### src/rtl/lru_pkg.sv
// Shared types and default sizing for the LRU tick tracker.
// Build with LRU_TICK_PERF_EN defined to add the access/renormalisation counters.
package lru_pkg;

  localparam int LRU_NUM_WAYS   = 32;
  localparam int LRU_KEY_WIDTH  = 6;
  localparam int LRU_TICK_WIDTH = 32;

  typedef logic [LRU_TICK_WIDTH-1:0] tick_t;
  typedef logic [LRU_KEY_WIDTH-1:0]  way_idx_t;

  typedef enum logic {
    RUN    = 1'b0,
    RENORM = 1'b1
  } lru_state_e;

  localparam tick_t TICK_MAX = '1;

endpackage

### src/rtl/lru_tick_tracker_if.sv
// Access request channel into the tracker and the tick array it publishes
// to the victim selector.
interface lru_tick_tracker_if
  import lru_pkg::*;
#(
  parameter int NUM_WAYS   = LRU_NUM_WAYS,
  parameter int KEY_WIDTH  = LRU_KEY_WIDTH,
  parameter int TICK_WIDTH = LRU_TICK_WIDTH
);
  logic                                 acc_valid;
  logic                                 acc_ready;
  logic [KEY_WIDTH-1:0]                 acc_way;
  logic                                 acc_inv;
  logic [1:NUM_WAYS][TICK_WIDTH-1:0]    tick;
  logic                                 busy;

  modport master (
    output acc_valid, acc_way, acc_inv,
    input  acc_ready, tick, busy
  );

  modport slave (
    input  acc_valid, acc_way, acc_inv,
    output acc_ready, tick, busy
  );
endinterface

### src/rtl/lru_renorm_seq.sv
// Walks the way index 1..NUM_WAYS during a halving pass and flags the last way.
module lru_renorm_seq
  import lru_pkg::*;
#(
  parameter int NUM_WAYS  = LRU_NUM_WAYS,
  parameter int KEY_WIDTH = LRU_KEY_WIDTH
) (
  input  logic                 clk,
  input  logic                 reset,
  input  logic                 start,
  input  logic                 active,
  output logic [KEY_WIDTH-1:0] idx,
  output logic                 done
);

  always_ff @(posedge clk) begin
    if (reset || start) begin
      idx <= KEY_WIDTH'(1);
    end else if (active && !done) begin
      idx <= idx + 1'b1;
    end
  end

  assign done = active && (idx == KEY_WIDTH'(NUM_WAYS));

endmodule

### src/rtl/lru_tick_tracker.sv
// Per-way LRU timestamp writer: stamps used ways, zeroes invalidated ways and
// halves every tick when the global counter saturates. Optional: LRU_TICK_PERF_EN.
module lru_tick_tracker
  import lru_pkg::*;
#(
  parameter int NUM_WAYS   = LRU_NUM_WAYS,
  parameter int KEY_WIDTH  = LRU_KEY_WIDTH,
  parameter int TICK_WIDTH = LRU_TICK_WIDTH
) (
  input  logic                 clk,
  input  logic                 reset,
  lru_tick_tracker_if.slave    bus
`ifdef LRU_TICK_PERF_EN
  ,
  output logic [31:0]          perf_acc_cnt,
  output logic [31:0]          perf_renorm_cnt
`endif
);

  localparam logic [TICK_WIDTH-1:0] CNT_MAX  = '1;
  localparam logic [TICK_WIDTH-1:0] CNT_HALF = {1'b1, {(TICK_WIDTH-1){1'b0}}};

  lru_state_e                        state, state_nxt;
  logic [TICK_WIDTH-1:0]             cnt;
  logic [1:NUM_WAYS][TICK_WIDTH-1:0] tick_q;
  logic                              accept, legal, use_acc, start;
  logic                              renorm_active, renorm_done;
  logic [KEY_WIDTH-1:0]              renorm_idx;

  assign accept  = bus.acc_valid & bus.acc_ready;
  assign legal   = (bus.acc_way != '0) && (bus.acc_way <= KEY_WIDTH'(NUM_WAYS));
  assign use_acc = accept & legal & ~bus.acc_inv;
  assign start   = use_acc & (cnt == CNT_MAX);
  assign renorm_active = (state == RENORM);

  always_ff @(posedge clk) begin
    if (reset) state <= RUN;
    else       state <= state_nxt;
  end

  always_comb begin
    state_nxt = state;
    case (state)
      RUN:     if (start)       state_nxt = RENORM;
      RENORM:  if (renorm_done) state_nxt = RUN;
      default:                  state_nxt = RUN;
    endcase
  end

  always_comb begin
    bus.acc_ready = (state == RUN);
    bus.busy      = (state == RENORM);
  end

  lru_renorm_seq #(
    .NUM_WAYS  (NUM_WAYS),
    .KEY_WIDTH (KEY_WIDTH)
  ) u_renorm_seq (
    .clk    (clk),
    .reset  (reset),
    .start  (start),
    .active (renorm_active),
    .idx    (renorm_idx),
    .done   (renorm_done)
  );

  // The way that triggers overflow is stamped with CNT_MAX first, then halved
  // with the rest during the pass.
  always_ff @(posedge clk) begin
    if (reset) begin
      tick_q <= '0;
    end else if (renorm_active) begin
      for (int w = 1; w <= NUM_WAYS; w++) begin
        if (renorm_idx == KEY_WIDTH'(w)) tick_q[w] <= tick_q[w] >> 1;
      end
    end else if (accept && legal) begin
      for (int w = 1; w <= NUM_WAYS; w++) begin
        if (bus.acc_way == KEY_WIDTH'(w)) tick_q[w] <= bus.acc_inv ? '0 : cnt;
      end
    end
  end

  always_ff @(posedge clk) begin
    if (reset) begin
      cnt <= TICK_WIDTH'(1);
    end else if (renorm_done) begin
      cnt <= CNT_HALF;
    end else if (use_acc && (cnt != CNT_MAX)) begin
      cnt <= cnt + 1'b1;
    end
  end

  assign bus.tick = tick_q;

`ifdef LRU_TICK_PERF_EN
  always_ff @(posedge clk) begin
    if (reset) begin
      perf_acc_cnt    <= '0;
      perf_renorm_cnt <= '0;
    end else begin
      if (accept && legal) perf_acc_cnt    <= perf_acc_cnt + 1'b1;
      if (start)           perf_renorm_cnt <= perf_renorm_cnt + 1'b1;
    end
  end
`endif

endmodule

### src/flat_wrapper.sv
// flat-port wrapper written by rule: the top's interface ports become plain ports
module lru_tick_tracker_flat import lru_pkg::*;
#(
  parameter int NUM_WAYS   = LRU_NUM_WAYS,
  parameter int KEY_WIDTH  = LRU_KEY_WIDTH,
  parameter int TICK_WIDTH = LRU_TICK_WIDTH
)
  (clk, reset, bus_acc_valid, bus_acc_way, bus_acc_inv, bus_acc_ready, bus_tick, bus_busy);
  lru_tick_tracker_if #(.NUM_WAYS(NUM_WAYS), .KEY_WIDTH(KEY_WIDTH), .TICK_WIDTH(TICK_WIDTH)) bus_i ();
  input  logic clk;
  input  logic reset;
  input wire logic [$bits(bus_i.acc_valid)-1:0] bus_acc_valid;
  input wire logic [$bits(bus_i.acc_way)-1:0] bus_acc_way;
  input wire logic [$bits(bus_i.acc_inv)-1:0] bus_acc_inv;
  output wire logic [$bits(bus_i.acc_ready)-1:0] bus_acc_ready;
  output wire logic [$bits(bus_i.tick)-1:0] bus_tick;
  output wire logic [$bits(bus_i.busy)-1:0] bus_busy;
  assign bus_i.acc_valid = bus_acc_valid;
  assign bus_i.acc_way = bus_acc_way;
  assign bus_i.acc_inv = bus_acc_inv;
  assign bus_acc_ready = bus_i.acc_ready;
  assign bus_tick = bus_i.tick;
  assign bus_busy = bus_i.busy;
  lru_tick_tracker #(.NUM_WAYS(NUM_WAYS), .KEY_WIDTH(KEY_WIDTH), .TICK_WIDTH(TICK_WIDTH)) u_core (.clk(clk), .reset(reset), .bus(bus_i));
endmodule
### config.mk
export PLATFORM = sky130hd
export DESIGN_NAME = lru_tick_tracker_flat
export DESIGN_NICKNAME = d
export VERILOG_FILES = /design/src/rtl/lru_pkg.sv /design/src/rtl/lru_tick_tracker_if.sv /design/src/rtl/lru_renorm_seq.sv /design/src/rtl/lru_tick_tracker.sv /design/src/flat_wrapper.sv
export SDC_FILE = /design/constraint.sdc
export NUM_CORES = 2
export LEC_CHECK = 0
export BUFFER_PORTS_ARGS = -buffer_cell sky130_fd_sc_hd__buf_4
export CORE_AREA = 4 4 406 408
export DETAILED_ROUTE_END_ITERATION = 6
export DIE_AREA = 0 0 410 412
export HOLD_SLACK_MARGIN = 0.05
export PLACE_DENSITY = 0.55
export REMOVE_ABC_BUFFERS = 1
export SYNTH_ARGS = -nofsm -noshare
export SYNTH_HDL_FRONTEND = slang
export SYNTH_SLANG_ARGS = --single-unit
### constraint.sdc
create_clock -name clk -period 2.9 [get_ports clk]
set_input_delay 0.145 -clock clk [delete_from_list [all_inputs] [get_ports clk]]
set_output_delay 0.145 -clock clk [all_outputs]
set_load 0.005 [all_outputs]
After elaboration in Yosys (flattened, before gate mapping)

Cells that the tools add are included.

Equality and inequality tests: 98
Muxes and demuxes: 72
$add $sub $neg: 2
Bitwise gates (word level): 6
$lt $le $gt $ge: 1
Reduce and logical (&&, ||, !) cells: 75

Operator list:

| operator              | count |
|---|---|
| $mux 32               | 67 |
| $mux 1024             | 2 |
| $eq 6x5->1 const B    | 32 |
| $eq 6x4->1 const B    | 16 |
| $reduce_and 3->1      | 32 |
| $reduce_bool 2->1     | 34 |
| $ne 2x2->1 const B    | 32 |
| $eq 6x3->1 const B    | 8 |
| $add 32x1->32 const B | 1 |
| $eq 32x32->1 const B  | 1 |
| $ne 32x32->1 const B  | 1 |
| $eq 6x2->1 const B    | 4 |
| $eq 6x1->1 const B    | 2 |
| $eq 6x6->1 const B    | 2 |
| $add 6x1->6 const B   | 1 |
| $le 6x6->1 const B    | 1 |
| $reduce_bool 6->1     | 1 |
| $logic_and 1x1->1     | 5 |
| $and 1x1->1           | 4 |
| $mux 1                | 2 |
| $not 1->1             | 2 |
| $pmux 1 s2            | 1 |
| $reduce_or 2->1       | 1 |
| $logic_not 1->1       | 1 |
| $logic_or 1x1->1      | 1 |

Flip-flop bits (word level): 1063
Word-level logic and storage cells: 290
Input port bits: 10

Logic depth before layout (Yosys ltp)

Word-level depth: 7
Mapped depth: 10

Cells and area by module

A second synthesis with hierarchy kept.

Cells, all modules: 5080
Area total of the unflattened synthesis: 43305.3 µm²

Modules (own cells, without submodules):

| module           | cells an instance | area an instance (µm²) | times used |
|---|---|---|---|
| lru_tick_tracker | 5044              | 42990.0                | 1 |
| lru_renorm_seq   | 36                | 315.3                  | 1 |

Worst setup path after synthesis

Ideal clock, no wire load.

Kind: register -> register
Start point: reg u_core.u_renorm_seq.idx[0]
End point: reg u_core.tick_q, in the netlist u_core.bus.tick[10]
Arrival time: 2.160 ns
Required time: 2.814 ns
Stages on the path, launching flop included: 11
Clock period less this slack: 2.246 ns
Slack: 0.654 ns
Setup time: 0.086 ns
Path through: dfxtp_1 > inv_1 > ha_1 > clkbuf_1 > nor2b_1 > and4_1 > a31o_2 > clkbuf_1 > buf_1 > nor2_1 > a211oi_1

Word-level cells in the longest chain between the ends: 3

RTL lines:

| element                        | line                   | text |
|---|---|---|
| start: declaration             | lru_renorm_seq.sv:12   | `output logic [KEY_WIDTH-1:0] idx,` |
| start signal: assignment       | lru_renorm_seq.sv:20   | `idx <= idx + 1'b1;` |
| $eq 6x6->1                     | lru_tick_tracker.sv:74 | `if (renorm_idx == KEY_WIDTH'(w)) tick_q[w] <= tick_q[w] >> 1;` |
| $ne 2x2->1 (no line)           | --                     |  |
| $reduce_and 3->1 (no line)     | --                     |  |
| end signal: indexed assignment | lru_tick_tracker.sv:74 |  |
| end signal: indexed assignment | lru_tick_tracker.sv:78 | `if (bus.acc_way == KEY_WIDTH'(w)) tick_q[w] <= bus.acc_inv ? '0 : cnt;` |
| end: declaration               | lru_tick_tracker.sv:25 | `logic [1:NUM_WAYS][TICK_WIDTH-1:0] tick_q;` |

Every way passes these cells.
A chain may end at the register's enable or synchronous reset.

Worst setup path after layout

Start point: reg u_core.cnt[1]
End point: reg u_core.cnt[31]

Word-level cells in the longest chain between the ends: 3

RTL lines:

| element                                              | line                                           | text |
|---|---|---|
| start: declaration                                   | lru_tick_tracker.sv:24                         | `logic [TICK_WIDTH-1:0] cnt;` |
| start signal: assignment                             | lru_tick_tracker.sv:89                         | `cnt <= cnt + 1'b1;` |
| $add 32x1->32 / $ne 32x32->1 (equally long branches) | lru_tick_tracker.sv:89, lru_tick_tracker.sv:88 |  |
| $mux 32 / $logic_and 1x1->1 (equally long branches)  | lru_tick_tracker.sv:88                         | `end else if (use_acc && (cnt != CNT_MAX)) begin` |
| $mux 32 / $reduce_bool 2->1 (equally long branches)  | --                                             |  |

Parallel ways exist; a longest one is shown, timed or not. The select of a mux whose other input is x is not followed.

==> results list <==
* Skew final: 45.2 ps
- Sequential-to-total area share from yosys stat: 50.0%
- Static Leak: 19.4 nW
- After synthesis, the largest family of logic cells by area is compound AO/OA/AOI/OAI gates.
- From bottom edge to top edge, the die measures 412 um.
- From left edge to right edge, the die measures approximately 400 um.
- Total CTS buffers: 119
- Clock tree from TritonCTS: yes
- The flow ran to the end, and the final reports show no timing, DRC or antenna violations.
- Max-cap violation count: 0
- By area the synthesized netlist is led by dfxtp_1 50%, a211oi_1 18%, a21oi_1 12%.
- In this run the number of H-tree levels came out at 3.
- Net switching is 23.1% of the power.
- For the worst setup path, the data arrival time is 3280 ps.
- After Yosys synthesis, XOR and XNOR cells account for 0.103% of the synthesized area.
- Across the VDD grid, the largest voltage drop is between 0.0004 and 0.0005 V.
* Sequential power share: around 47%
* Final core utilization: 35.3%
* CP Max Fanout: 5
- Via count of the first global-routing pass: roughly 38000
- In the synthesized netlist the async set-or-reset flop fraction comes to 0%.
* Root Driver: clkbuf_16
- For the worst-skew pair, the clock arrives at the later sink with an insertion delay of approximately 750 ps.
* First-pass detailed-route iteration total: 7
* Startpoint class of the critical path: flop
* Worst Setup Slack, final: 217 ps
* Mapped Cells: between 5000 and 6000
- Core Rows: 148
- Capturing element type of the critical path: flop
- Using the TritonRoute via totals, the vias-per-cell ratio works out to 5.17.
- Total standard cell area after synthesis: roughly 43000 sq um
- The clock network is responsible for 49.9% of the overall power.
* Placed cell areas: 52900 sq um
- Maximum number of pins on one net before global-route repair: about 170
- Subtracting the final worst setup slack from the clock period gives around 2700 ps.
- Of the post-synthesis cell area, the part taken by muxes is 0.423%.
* Area of the die: 169000 sq um
- Summed over all layers, the global routing overflow is 0.
- The HPWL after detailed placement is between 100 and 150 mm.
- After layout, the worst path uses between 90% and 100% of the clock period.
* Total via count in the routed design: 41800
- Layout net count: about 5800
* Required time at the endpoint of the critical path: 3500 ps
- Aggregate global-route resource usage: 22.3%
- The initial antenna violation count is 9.
- Fraction of final layout cells with drive strength greater than 1: around 25%
* Total power divided by cell area: roughly 550 nW/um^2
- Fmax achieved: 0.373 GHz
- In this run the deepest clock path goes through 3 buffers.
- Final Cell Area: about 57000 sq um
- Number of ports placed on the die boundary: just over 1000
- Among all flip-flop cells after synthesis, the most frequent one is dfxtp_1.
- The synthesized netlist devotes 31.6% of its cell area to compound gates.
- Violation count after the first detailed-routing iteration: ~3600
- OpenSTA, run right after detailed placement, puts the worst setup slack at 435 ps.
* Global-route wire length before repair: around 280 mm
- The count of final max-slew check failures was 0.
* Total internal power: between 20 and 25 mW
* PortBufs: approximately 1000
* Psw: 7.21 mW
* Number of enable flip-flop cells after synthesis: 0
* Synth Area in Simple Gates: ~12%
* Setup repair after global routing missed its margin: no
- Total number of yosys warnings: 0
* Starting density of the core: 26.3%
- A synthesized cell averages 8.42 sq um.
- Post-route DRC: 0
- Number of nets still failing antenna checks after routing: 0
- Routed wirelength normalized by instance count: 24.7 um
* Critical setup path kind: reg2reg
* Final-layout setup total negative slack: 0 ps
* Leading cell type in the layout, fill and taps excluded: buf_4
- Distinct cell type count after synthesis: 62
- Cell taking the most area after synthesis: dfxtp_1
- In the layout the commonest cells are 1136 x buf_4, 1062 x dfxtp_1, 1045 x nor2_1, 1024 x a21oi_1, 994 x a211oi_1.
- Of the total power, combinational logic draws 2.9%.
- Placeable core area: 162000 sq um
- Counting every sink on the clock net gives approximately 1100.
- Class of the tightest hold or removal check: in2reg
- Final Total Pwr: around 31 mW
* Worst Tran Pin Value: 1050 ps
- Counting the fill cells in the layout gives 16800.
- Compared with the post-synthesis result, the final layout area differs by 34.0%.
- Number of synthesized register bits: 1063
- Summed over all layers, the routed wires come to 200 mm.
* Clock-pin slew reported for the worst setup and hold paths after clock tree synthesis: 60 ps
* Placer congestion estimate: 0.898
- The final count of hold timing violations was 0.
* Final Setup Violations: 0
- Share of synthesized cell area in full adder, half adder and majority cells: 0.147%
- Area share of the largest cell type after synthesis: 50.0%
* Worst slew margin relative to its limit: 29.9%
## power by group through the flow
stage	clock network (mW)	logic, mW	registers [mW]
floorplan	0	0.268	15.1
detailed placement	0	0.879	15.1
finish	15.6	0.895	14.8
global placement	0	0.873	15.1
CTS	15.9	0.893	14.8
global route	16.5	0.963	14.8
## stage by stage
step           instances  hold WS [ps]
4_1_cts             8079          58.6
5_1_grt             8080           180
2_1_floorplan       4472           214
6_report            8081           146
3_3_place_gp        7845           477
3_5_place_dp        7845           489
## Yosys cell counts, types with 6 or more instances
| cell type | count |
|---|---|
| inv_1 | 23 |
| a21oi_4 | 9 |
| buf_1 | 7 |
| or3_1 | 6 |
| or4_1 | 18 |
| nor4bb_1 | 6 |
| a21oi_1 | 1024 |
| and2_1 | 37 |
| buf_2 | 73 |
| nand2_1 | 30 |
| a22o_1 | 10 |
| o21ai_0 | 9 |
| dfxtp_1 | 1063 |
| nand4_1 | 19 |
| a32oi_1 | 6 |
| clkbuf_1 | 503 |
| nand3_1 | 32 |
| mux2i_1 | 18 |
| nor3_1 | 7 |
| o31ai_1 | 14 |
| a211oi_1 | 994 |
| a2bb2oi_1 | 11 |
| nor2_1 | 1045 |
| nor2b_1 | 9 |
## worst paths after layout
check	from	end	slack, ps	cells after the start
setup / recovery	u_core.cnt[1]	u_core.cnt[31]	220	7
hold / removal	bus_acc_valid	u_core.bus.tick[1023]	150	4
setup reg to reg	u_core.cnt[1]	u_core.cnt[31]	220	7
hold reg to reg	u_core.bus.tick[768]	u_core.bus.tick[768]	500	2
## metal layers
metal | share of wire, % | track usage, % | vias up
met2 | 47 | 37.2 | 1635
met4 | 4.2 | 8.46 | 0
met5 | 0 | 0 | -
li1 | - | - | 20000
met1 | 41 | 27.5 | 19800
met3 | 7.9 | 5.81 | 336
## registers in the layout (all words and copies together) (netlist names)
name,cells
u_core.cnt,32
u_core.u_renorm_seq.idx,6
u_core.bus.busy,1
u_core.bus.tick,1024
## final cells by class
type | count | area, sq um | area share (%)
inverter | 23 | 86.3 | 0.151
timing repair buffer | 1211 | 9890 | 17.3
multi-input combinational | 3386 | 19000 | 33.4
clock buffer | 185 | 3600 | 6.31
sequential | 1063 | 21300 | 37.3
clock inverter | 36 | 422 | 0.739
antenna | 2 | 5.00 | 0.00877
tap | 2175 | 2720 | 4.77
## worst max-delay path, cell delays in order, from the launching register on
cell and delay [ps]:
dfxtp_1 390, ha_1 250, nand4_1 200, or4_1 610, nand4_1 140, dlygate4sd3_1 580
nor2_1 50, a2111oi_0 340
## logic make-up after synthesis
group / Yosys count
mux: 18
fa+ha+maj: 5
buf+inv: 608
simple gates: 1246
compound gates: 2112
xor+xnor: 5
flops: 1063
## what timing repair did
action,in CTS,in global routing
hold endpoints to repair,56,0
buffers inserted,0,0
hold buffers,13,0
gates resized for setup,0,0
No activity file was read; power rests on OpenSTA's default activity.
